`src/rtl/issue_ctrl_pkg.sv`:
```
// Shared definitions for the issue controller: zone codes, FSM states and load-limit default.
// The optional ISSUE_WB_BYPASS_EN macro lets same-cycle load writebacks relieve hazards.
package issue_ctrl_pkg;

    localparam int unsigned MAX_LOADS_DEFAULT = 4;
    localparam int unsigned ZONE_W = 2;

    typedef enum logic [ZONE_W-1:0] {
        ZONE_ALU,
        ZONE_LOADQ,
        ZONE_STORE,
        ZONE_CSR
    } zone_e;

    typedef enum logic [0:0] {
        StRun,
        StDrain
    } issue_state_e;

    function automatic logic [31:0] reg_mask(input logic [4:0] addr);
        reg_mask = 32'd1 << addr;
    endfunction

endpackage

```
`src/rtl/reg_scoreboard.sv`:
```
// Pending-load scoreboard: one bit per architectural register plus an outstanding-load count.
// A same-cycle set and clear of one register keeps the bit set and leaves the count unchanged.
module reg_scoreboard
    import issue_ctrl_pkg::*;
#(
    parameter int unsigned C_MAX_LOADS = MAX_LOADS_DEFAULT,
    parameter int unsigned CntW        = $clog2(C_MAX_LOADS) + 1
) (
    input  logic            clk_i,
    input  logic            resetb_i,
    input  logic            set_i,
    input  logic [4:0]      set_addr_i,
    input  logic            clr_i,
    input  logic [4:0]      clr_addr_i,
    output logic [31:0]     pending_o,
    output logic [CntW-1:0] count_o
);

    logic [31:0]     pending_q, pending_d;
    logic [CntW-1:0] count_q, count_d;
    logic            clr_eff;

    // Writebacks with nothing outstanding are stray and dropped entirely.
    assign clr_eff = clr_i & (count_q != '0);

    always_comb begin
        pending_d = pending_q;
        if (clr_eff) begin
            pending_d = pending_d & ~reg_mask(clr_addr_i);
        end
        if (set_i) begin
            pending_d = pending_d | reg_mask(set_addr_i);
        end
        pending_d[0] = 1'b0;

        count_d = count_q;
        case ({set_i, clr_eff})
            2'b10:   count_d = count_q + CntW'(1);
            2'b01:   count_d = count_q - CntW'(1);
            default: count_d = count_q;
        endcase
    end

    always_ff @(posedge clk_i or negedge resetb_i) begin
        if (!resetb_i) begin
            pending_q <= '0;
            count_q   <= '0;
        end else begin
            pending_q <= pending_d;
            count_q   <= count_d;
        end
    end

    assign pending_o = pending_q;
    assign count_o   = count_q;

endmodule

```
`src/rtl/issue_ctrl.sv`:
```
// Issue stage controller: stalls on load-use/WAW hazards and the load limit, drains loads
// before serialising instructions. Define ISSUE_WB_BYPASS_EN to let same-cycle writebacks clear hazards.
module issue_ctrl
    import issue_ctrl_pkg::*;
#(
    parameter int unsigned C_MAX_LOADS = MAX_LOADS_DEFAULT
) (
    input  logic              clk_i,
    input  logic              resetb_i,
    input  logic              ids_valid_i,
    output logic              ids_ready_o,
    input  logic              ins_err_i,
    input  logic [ZONE_W-1:0] zone_i,
    input  logic              csr_i,
    input  logic              regd_tgt_i,
    input  logic [4:0]        regd_addr_i,
    input  logic              regs1_rd_i,
    input  logic [4:0]        regs1_addr_i,
    input  logic              regs2_rd_i,
    input  logic [4:0]        regs2_addr_i,
    output logic              exs_valid_o,
    input  logic              exs_ready_i,
    input  logic              lq_wb_valid_i,
    input  logic [4:0]        lq_wb_addr_i,
    input  logic              flush_i,
    output logic [31:0]       pending_o
);

    localparam int unsigned CntW = $clog2(C_MAX_LOADS) + 1;

    logic [31:0]     pending_q;
    logic [CntW-1:0] count_q;
    logic [31:0]     pend_view;
    logic [CntW-1:0] count_view;
    issue_state_e    state_q, state_d;
    logic            exs_valid_q, exs_valid_d;
    logic            is_load, hazard, serialise, ready, issue, sb_set;

    reg_scoreboard #(
        .C_MAX_LOADS (C_MAX_LOADS),
        .CntW        (CntW)
    ) u_scoreboard (
        .clk_i      (clk_i),
        .resetb_i   (resetb_i),
        .set_i      (sb_set),
        .set_addr_i (regd_addr_i),
        .clr_i      (lq_wb_valid_i),
        .clr_addr_i (lq_wb_addr_i),
        .pending_o  (pending_q),
        .count_o    (count_q)
    );

    // Scoreboard view used for hazard detection this cycle.
    always_comb begin
        pend_view  = pending_q;
        count_view = count_q;
`ifdef ISSUE_WB_BYPASS_EN
        if (lq_wb_valid_i && (count_q != '0)) begin
            pend_view  = pending_q & ~reg_mask(lq_wb_addr_i);
            count_view = count_q - CntW'(1);
        end
`endif
    end

    always_comb begin
        is_load = (zone_i == ZONE_LOADQ);
        hazard  = ~ins_err_i & ((regs1_rd_i & pend_view[regs1_addr_i])
                             | (regs2_rd_i & pend_view[regs2_addr_i])
                             | (regd_tgt_i & pend_view[regd_addr_i])
                             | (is_load & regd_tgt_i & (count_view == CntW'(C_MAX_LOADS))));
        // A serialising instruction must wait until every load has returned.
        serialise = (csr_i | ins_err_i) & (count_q != '0);
        ready     = resetb_i & ~flush_i & (state_q == StRun) & ~hazard & ~serialise
                  & (~exs_valid_q | exs_ready_i);
        issue     = ids_valid_i & ready;
        sb_set    = issue & is_load & regd_tgt_i & ~ins_err_i & (regd_addr_i != 5'd0);
    end

    always_comb begin
        state_d = state_q;
        case (state_q)
            StRun:   if (ids_valid_i && serialise) state_d = StDrain;
            StDrain: if (count_q == '0) state_d = StRun;
            default: state_d = StRun;
        endcase
        if (flush_i) begin
            state_d = StRun;
        end

        exs_valid_d = exs_valid_q;
        if (issue) begin
            exs_valid_d = 1'b1;
        end else if (exs_ready_i || flush_i) begin
            exs_valid_d = 1'b0;
        end
    end

    always_ff @(posedge clk_i or negedge resetb_i) begin
        if (!resetb_i) begin
            state_q     <= StRun;
            exs_valid_q <= 1'b0;
        end else begin
            state_q     <= state_d;
            exs_valid_q <= exs_valid_d;
        end
    end

    assign ids_ready_o = ready;
    assign exs_valid_o = exs_valid_q;
    assign pending_o   = pending_q;

endmodule
```
`config.mk`:
```
export PLATFORM = sky130hd
export DESIGN_NAME = issue_ctrl
export DESIGN_NICKNAME = d
export VERILOG_FILES = /design/src/rtl/issue_ctrl_pkg.sv /design/src/rtl/reg_scoreboard.sv /design/src/rtl/issue_ctrl.sv
export SDC_FILE = /design/constraint.sdc
export NUM_CORES = 1
export LEC_CHECK = 0
export CAP_MARGIN = 25
export CORE_UTILIZATION = 28
export CTS_CLUSTER_DIAMETER = 100
export DETAILED_ROUTE_END_ITERATION = 7
export HOLD_SLACK_MARGIN = 0.06
export PLACE_DENSITY = 0.48
export SYNTH_ARGS = -nofsm -noshare
export SYNTH_HDL_FRONTEND = slang
export SYNTH_SLANG_ARGS = --single-unit
```
`constraint.sdc`:
```
create_clock -name clk_i -period 5.2 [get_ports clk_i]
set_clock_uncertainty 0.1 [all_clocks]
set_input_delay 1.3 -clock clk_i [delete_from_list [all_inputs] [get_ports clk_i]]
set_output_delay 1.3 -clock clk_i [all_outputs]
set_load 0.03 [all_outputs]
```
==> PnR_summary.wiki, run 1 <==
{| class="wikitable"
! Metric !! Value
|-
| Status || finished clean
|-
| Post-synthesis to final-layout area growth || 36.3%
|-
| Slowest-stage cell, CP || sky130_fd_sc_hd__clkdlybuf4s50_1
|-
| Global-route usage over all layers || 20.1%
|-
| Number of stages on the worst hold path || 1
|-
| Final std cell area, no fill || 3610 µm²
|-
| Input/output buffers || 65
|-
| Cell type group with the largest total delay on the critical path || buffers and inverters
|-
| Number of endpoints failing setup at the final stage || 0
|-
| Final Worst Setup Slack || 0.139 ns
|-
| Ys async rst share || 100%
|-
| Routed len/inst || 21.8 µm
|-
| Maximum level of the CTS H-tree || 2
|-
| Number of register bits inferred by synthesis || 36
|-
| Portion of the post-synthesis area used by sequential elements || 34.0%
|-
| # fillers || roughly 930
|-
| Minimum hold slack || 0.390 ns
|-
| Worst Setup Start Kind || primary input
|-
| Worst vdd ir || 0.0852 mV
|-
| Drt drc || 0
|-
| Pwr Total || 0.713 mW
|-
| Clock root buffer || sky130_fd_sc_hd__clkbuf_8
|-
| Layout cell share with drive strength beyond 1 || 18.7%
|-
| Cells after synthesis || 259
|-
| Hold Crit Endpoint || u_scoreboard.count_o[2]$_DFFE_PN0P_
|-
| Clock slew seen by the registers of the worst setup and hold paths || 0.07 ns
|-
| Routed Wire Length || 9.61 mm
|-
| Number of antenna diodes || 0
|-
| Transition at the pin with the smallest max-transition slack || roughly 0.66 ns
|-
| Number of pins exceeding their max-slew limit in the final report || 0
|-
| Setup repair after global routing missed its margin || false
|-
| Skew-Pair Late Insertion Delay || roughly 0.29 ns
|-
| Maximum clock rate || ~200 MHz
|-
| Max_cap viols || 0
|-
| Number of warnings printed during yosys synthesis || 0
|-
| Gr ovfl total || 0
|-
| Final critical-path required period || approximately 5.1 ns
|-
| First-iteration detailed-routing DRC count || 242
|-
| Via count || 2516
|-
| Launch point of the worst hold path || u_scoreboard.count_o[2]$_DFFE_PN0P_
|-
| Initial cell density of the core || 28.8%
|-
| Number of clock buffers inserted by TritonCTS || 5
|-
| Global-route wire length before repair || 14.8 mm
|-
| Number of hold-slack violations in the final timing report || 0
|-
| Clock Path Buffers || 2
|-
| Overall die width || 99.3 µm
|-
| Leakage Power || 1.44 nW
|-
| Kind of end point of the critical path || output pin
|-
| Ratio of final minimum period to clock period || 97.3%
|-
| Number of synthesized flops with an enable pin || 0
|-
| Reg2Reg Capture Point || u_scoreboard.count_o[2]$_DFFE_PN0P_
|-
| Via count of the first global-routing pass || 2627
|-
| Mean cell area of the mapped netlist || 10.2 µm²
|-
| # clock sinks || 36
|-
| Slack of the worst reg-to-reg path || 1.87 ns
|-
| Post-DRT Antenna Nets || 0
|-
| Die ar. || 9860 µm²
|-
| Number of vias per cell after detailed routing || 5.69
|-
| Setup slack at placement || 0.0437 ns
|-
| Router iterations before antenna repair || 4
|-
| Number of buffers and inverters on the critical path || 2
|-
| Number of standard-cell rows in the floorplan || 35
|-
| Top-level I/O count || 67
|-
| Setup_tns || 0 ns
|-
| Power Dens Cells || around 200 nW/µm²
|-
| Maximum fanout encountered on the critical timing path || 8
|-
| Data required time of the critical path || roughly 3.8 ns
|-
| Class of the most critical setup path || in2out
|-
| Flip-flop cell with the highest count after synthesis || sky130_fd_sc_hd__dfrtp_1
|-
| Count of unique library cells instantiated by Yosys || 55
|-
| Worst reg2reg path depth || 13
|-
| TritonCTS clock tree || built
|-
| Synthesized net count || about 290
|-
| Origin of the critical flop-to-flop path || u_scoreboard.pending_o[15]$_DFF_PN0_
|-
| Number of nets in the layout || 366
|-
| Initial antenna violation count || 0
|-
| Arrival @ worst endpoint || 3.66 ns
|-
| Post-detail-place hpwl || 7.40 mm
|-
| Sequence of cells on the critical path || clkdlybuf4s50_1 -> mux2_2 -> nand2_1 -> a2111o_1 -> a41oi_2 -> a2111oi_4 -> nor2_1 -> nor2b_1 -> buf_4
|-
| Overall die height || 99.3 µm
|-
| Placer Congestion || 0.818
|-
| Largest net degree at the start of global routing || 37
|-
| Relative max-transition margin || 55.3%
|-
| Placed Area || 3470 µm²
|-
| Core footprint || a little over 9000 µm²
|-
| Hold WC Path Type || reg2reg
|-
| Slowest stage delay, CP || ~0.70 ns
|-
| Area of the mapped netlist || 2650 µm²
|}
## through the flow
step                cells  utilization, %
global placement      434            37.7
global route          442            39.3
CTS                   441            38.7
detailed placement    434            37.7
finish                442            39.3
floorplan             259               -
## kinds of logic (layout without fill, tap and decap cells)
family / Yosys count / after routing / share of synthesized area, %
buffers and inverters: 26 / 98 / 4.53
other: 1 / 1 / 0.141
DFF: 36 / 36 / 34.0
AOI/OAI and AO/OA: 81 / 81 / 21.6
muxes: 36 / 36 / 22.0
and+or+nand+nor: 74 / 74 / 15.5
adders and majority gates: 2 / 2 / 1.23
xor gates and xnor gates: 3 / 3 / 0.991
## cell usage in the layout (no fill, tap or decap), types with 3 or more instances in the layout
cell	count
sky130_fd_sc_hd__clkdlybuf4s50_1	61
sky130_fd_sc_hd__o21ai_0	38
sky130_fd_sc_hd__dfrtp_1	36
sky130_fd_sc_hd__nand2_1	20
sky130_fd_sc_hd__o31ai_1	20
sky130_fd_sc_hd__buf_4	17
sky130_fd_sc_hd__mux4_2	13
sky130_fd_sc_hd__mux2i_1	13
sky130_fd_sc_hd__nor2_1	11
sky130_fd_sc_hd__nor2b_1	10
sky130_fd_sc_hd__inv_1	9
sky130_fd_sc_hd__nand3_1	7
sky130_fd_sc_hd__clkbuf_8	7
sky130_fd_sc_hd__mux2_2	6
sky130_fd_sc_hd__or3_1	3
sky130_fd_sc_hd__mux4_1	3
sky130_fd_sc_hd__nor3b_1	3
sky130_fd_sc_hd__nand2b_1	3
## sequential cells by signal (all words and copies together), names as in the netlist
| register | cells |
|---|---|
| exs_valid_o | 1 |
| state_q | 1 |
| u_scoreboard.count_o | 3 |
| u_scoreboard.pending_o | 31 |
## synthesized netlist by cell type (all sizes together), types with 3 or more instances
cell type  number  share of area (%)
or2             3               0.71
buf             9                2.1
or3             3               0.71
o21ai          39                7.5
nor2           11                1.6
nor2b          10                2.4
nand2b          3               0.71
inv             9                1.3
nor3b           3               0.85
o41ai           4                1.9
mux4           16                 14
mux2i          13                4.9
clkbuf          8                1.1
mux2            7                3.0
dfrtp          36                 34
nand3           9                2.1
nand2          22                3.4
o31ai          21                6.1
## area by class of cell
| cell class | count | area [µm²] | area share [%] |
|---|---|---|---|
| tap | 111 | 139 | 3.84 |
| clock buffer | 7 | 96.3 | 2.67 |
| multi-input combinational | 197 | 1660 | 46.1 |
| timing repair buffer | 82 | 779 | 21.6 |
| sequential | 36 | 901 | 24.9 |
| inverter | 9 | 33.8 | 0.935 |
## metal layers
layer | vias to the layer above | GRT usage [%] | share of wire, %
li1 | 1140 | - | -
met3 | 24 | 3.37 | 6.8
met1 | 1240 | 25.8 | 43
met4 | 0 | 9.50 | 3.8
met2 | 112 | 33.1 | 47
met5 | - | 0 | 0
## power by group
part / total, mW / internal (mW) / switching (mW)
sequential: 0.310 / 0.296 / 0.0138
combinational: 0.184 / 0.0835 / 0.101
clock: 0.219 / 0.118 / 0.101
## worst max path at each step
stage / from / endpoint / slack (ns) / depth (start not counted)
6_report: regs1_addr_i[1] / ids_ready_o / 0.14 / 9
4_1_cts: regd_addr_i[0] / ids_ready_o / 0.02 / 10
5_1_grt: regs1_addr_i[0] / ids_ready_o / 0.03 / 9
3_3_place_gp: regd_addr_i[0] / ids_ready_o / 0.05 / 10
2_1_floorplan: regd_addr_i[1] / ids_ready_o / 0.24 / 9
3_5_place_dp: regd_addr_i[0] / ids_ready_o / 0.04 / 10
## what timing repair did
item,CTS,global route
setup buffers,0,1
resized for setup,0,10
endpoints found under the setup margin,0,1
hold buffers,0,0
Power figures use the tool's default switching activity.
==> run 2: changes to the inputs <==
--- a/config.mk
+++ b/config.mk
@@ -5,12 +5,13 @@
 export SDC_FILE = /design/constraint.sdc
 export NUM_CORES = 1
 export LEC_CHECK = 0
+export ABC_AREA = 1
 export CAP_MARGIN = 25
 export CORE_UTILIZATION = 28
 export CTS_CLUSTER_DIAMETER = 100
 export DETAILED_ROUTE_END_ITERATION = 7
 export HOLD_SLACK_MARGIN = 0.06
-export PLACE_DENSITY = 0.48
+export PLACE_DENSITY = 0.46
 export SYNTH_ARGS = -nofsm -noshare
 export SYNTH_HDL_FRONTEND = slang
 export SYNTH_SLANG_ARGS = --single-unit
==> PnR_summary.wiki, run 2 <==
{| class="wikitable"
! Metric !! Value
|-
| Number of hold-slack violations in the final timing report || 0
|-
| Status || finished clean
|-
| Synthesized net count || 554
|-
| Xor/xnor share of the synthesized area || 0.545%
|-
| Area share of fa/ha/maj cells after synthesis || 1.01%
|-
| Highest-count cells in the layout ignoring fill and taps || sky130_fd_sc_hd__nand2_1, sky130_fd_sc_hd__nand3_1, sky130_fd_sc_hd__clkdlybuf4s50_1
|-
| TritonCTS clock tree || built
|-
| Largest net degree at the start of global routing || 37
|-
| Main combinational cell family by area after synthesis || simple AND/OR/NAND/NOR gates
|-
| Compound-gate portion of the synthesized area || 8.57%
|-
| Number of antenna diodes || 0
|-
| Post-detail-place hpwl || 9.07 mm
|-
| Top-area cell type share of the netlist area || 28.0%
|-
| Ratio of final minimum period to clock period || about 93%
|-
| Fraction of the mapped netlist area in simple logic gates || 48.0%
|-
| Top post-synthesis cells by count || sky130_fd_sc_hd__nand2_1, sky130_fd_sc_hd__nand3_1, sky130_fd_sc_hd__inv_1
|-
| # fillers || 1227
|-
| Final critical-path required period || 4.81 ns
|-
| Skew-Pair Late Insertion Delay || 0.28 ns
|-
| First-iteration detailed-routing DRC count || between 300 and 400
|-
| Cells resized by post-CTS repair || 0
|-
| Setup_tns || 0 ns
|-
| Worst Setup Start Kind || primary input
|-
| Overall die width || approximately 110 µm
|-
| Most used standard cell by instance count after synthesis || sky130_fd_sc_hd__nand2_1
|-
| Max_cap viols || 0
|-
| Number of clock buffers inserted by TritonCTS || 5
|-
| Kind of end point of the critical path || output pin
|-
| Transition at the pin with the smallest max-transition slack || between 0.6 and 0.7 ns
|-
| Leakage Power || 1.91 nW
|-
| Cells after synthesis || 519
|-
| Maximum clock rate || ~210 MHz
|-
| Number of nets in the layout || between 600 and 700
|-
| Number of pins exceeding their max-slew limit in the final report || 0
|-
| Number of register bits inferred by synthesis || 36
|-
| Number of warnings printed during yosys synthesis || 0
|-
| Clock slew seen by the registers of the worst setup and hold paths || 0.05 ns
|-
| Portion of the post-synthesis area used by sequential elements || 28.0%
|-
| Setup repair after global routing missed its margin || false
|-
| Number of synthesized flops with an enable pin || 0
|-
| Number of vias per cell after detailed routing || 5.10
|-
| Router iterations before antenna repair || 5
|-
| Number of endpoints failing setup at the final stage || 0
|-
| Power Dens Cells || between 200 and 250 nW/µm²
|-
| Post-synthesis to final-layout area growth || 26.8%
|-
| Synth area leaders || sky130_fd_sc_hd__dfrtp_1, sky130_fd_sc_hd__nand2_1, sky130_fd_sc_hd__nand3_1, sky130_fd_sc_hd__nand4_1, sky130_fd_sc_hd__o21ai_0
|-
| Setup bufs post-CTS || 0
|-
| Gr ovfl total || 0
|-
| Maximum level of the CTS H-tree || 2
|-
| Maximum fanout encountered on the critical timing path || 15
|-
| Final core area utilization || between 30% and 40%
|-
| Initial cell density of the core || between 20% and 30%
|-
| Arrival @ worst endpoint || 3.41 ns
|-
| Placer Congestion || roughly 0.87
|-
| Layout cell share with drive strength beyond 1 || 7.12%
|-
| # clock sinks || 36
|-
| Core footprint || around 11000 µm²
|-
| Post-DRT Antenna Nets || 0
|-
| Worst vdd ir || 0.145 mV
|-
| Hold-fix buffers, CTS || 0
|-
| Via count of the first global-routing pass || 3617
|-
| Die ar. || 11900 µm²
|-
| Mean cell area of the mapped netlist || a little over 6 µm²
|-
| Area of the mapped netlist || 3210 µm²
|-
| Global-route usage over all layers || between 20% and 30%
|-
| Cell type with the largest total area after synthesis || sky130_fd_sc_hd__dfrtp_1
|-
| Data required time of the critical path || approximately 3.8 ns
|-
| Drt drc || 0
|-
| Commonest non-fill, non-tap cell in the layout || sky130_fd_sc_hd__nand2_1
|-
| Mux share of post-synthesis cell area || 0%
|-
| Routed len/inst || 16.7 µm
|-
| Count of unique library cells instantiated by Yosys || 30
|-
| Via count || between 3k and 4k
|-
| Number of standard-cell rows in the floorplan || 38
|-
| Largest register FFs || 31
|-
| Flip-flop cell with the highest count after synthesis || sky130_fd_sc_hd__dfrtp_1
|-
| Clock root buffer || sky130_fd_sc_hd__clkbuf_16
|-
| Top-level I/O count || 67
|-
| Ys async rst share || 100%
|-
| Relative max-transition margin || about three fifths
|-
| Class of the most critical setup path || in2out
|-
| Routed Wire Length || 11.9 mm
|-
| Overall die height || about 110 µm
|-
| Global-route wire length before repair || 18.9 mm
|-
| Hold WC Path Type || reg2reg
|-
| Clock Path Buffers || 2
|-
| Initial antenna violation count || 0
|-
| Input/output buffers || 65
|}
[run 2: cell count changes after synthesis, sizes merged, moves of 16 or more]
cell   previous run  this run
inv               9        55
mux4             16         0
nand2            22       173
nand3             9        83
nand4             2        38
nor2             11        39
o31ai            21         0
[run 2: layout make-up]
class	count	area (µm²)	share of cell area [%]
Clock buffer	8	146	3.59
Inverter	56	215	5.28
Multi-Input combinational cell	395	1870	46.0
Sequential cell	36	901	22.1
Tap cell	140	175	4.30
Timing Repair Buffer	81	763	18.7
[run 2: where the power goes]
group	switching [mW]	internal (mW)
registers	0.0124	0.296
logic	0.143	0.0769
clock network	0.113	0.191
[run 2: critical path, stage by stage]
cell,delay [ns]
sky130_fd_sc_hd__clkdlybuf4s50_1,0.86
sky130_fd_sc_hd__inv_6,0.15
sky130_fd_sc_hd__nand2_1,0.12
sky130_fd_sc_hd__nand3_1,0.09
sky130_fd_sc_hd__nand3_1,0.11
sky130_fd_sc_hd__nand2_1,0.07
sky130_fd_sc_hd__nand2_1,0.07
sky130_fd_sc_hd__nand3_2,0.07
sky130_fd_sc_hd__nand3_2,0.06
sky130_fd_sc_hd__nand2_2,0.08
sky130_fd_sc_hd__nor2_2,0.12
sky130_fd_sc_hd__nor2_2,0.05
sky130_fd_sc_hd__nor2_4,0.09
sky130_fd_sc_hd__buf_4,0.16
[run 2: stage by stage]
step | instance area [µm²] | hold WS, ns | power [mW] | setup WS [ns] | std cells
global placement | 3930 | 0.395 | 0.532 | 0.417 | 708
CTS | 4070 | 0.405 | 0.844 | 0.391 | 716
finish | 4070 | 0.405 | 0.833 | 0.387 | 716
floorplan | 3210 | 0.368 | 0.455 | 1.27 | 519
global route | 4070 | 0.422 | 0.883 | 0.244 | 716
detailed placement | 3930 | 0.394 | 0.536 | 0.404 | 708
[run 2: cell families after synthesis]
| group | count (synthesis) |
|---|---|
| AOI/OAI and AO/OA | 50 |
| xor gates and xnor gates | 2 |
| adders and majority gates | 2 |
| buffers and inverters | 88 |
| DFF | 36 |
| other | 1 |
| and+or+nand+nor | 340 |
[run 2: final timing paths]
path / from / endpoint / slack, ns / cells after the start
min in group asynchronous: resetb_i / u_scoreboard.count_o[1]$_DFFE_PN0P_ / 0.99 / 2
setup reg to reg: u_scoreboard.pending_o[26]$_DFF_PN0_ / u_scoreboard.count_o[2]$_DFFE_PN0P_ / 2.19 / 19
setup / recovery: regs2_addr_i[0] / ids_ready_o / 0.39 / 14
max in group asynchronous: resetb_i / u_scoreboard.pending_o[30]$_DFF_PN0_ / 3.64 / 2
hold / removal: u_scoreboard.count_o[0]$_DFFE_PN0P_ / u_scoreboard.count_o[0]$_DFFE_PN0P_ / 0.41 / 1
hold reg to reg: u_scoreboard.count_o[0]$_DFFE_PN0P_ / u_scoreboard.count_o[0]$_DFFE_PN0P_ / 0.41 / 1
[run 2: routing by layer]
metal / share of wire, % / vias up / wire length [µm] / track usage, %
met3: 4.4 / 18 / 528 / 2.45
met1: 45 / 1708 / 5420 / 27.5
met4: 2.0 / 0 / 235 / 7.63
met5: 0 / - / 0 / 0
li1: - / 1816 / - / -
met2: 48 / 109 / 5750 / 35.8
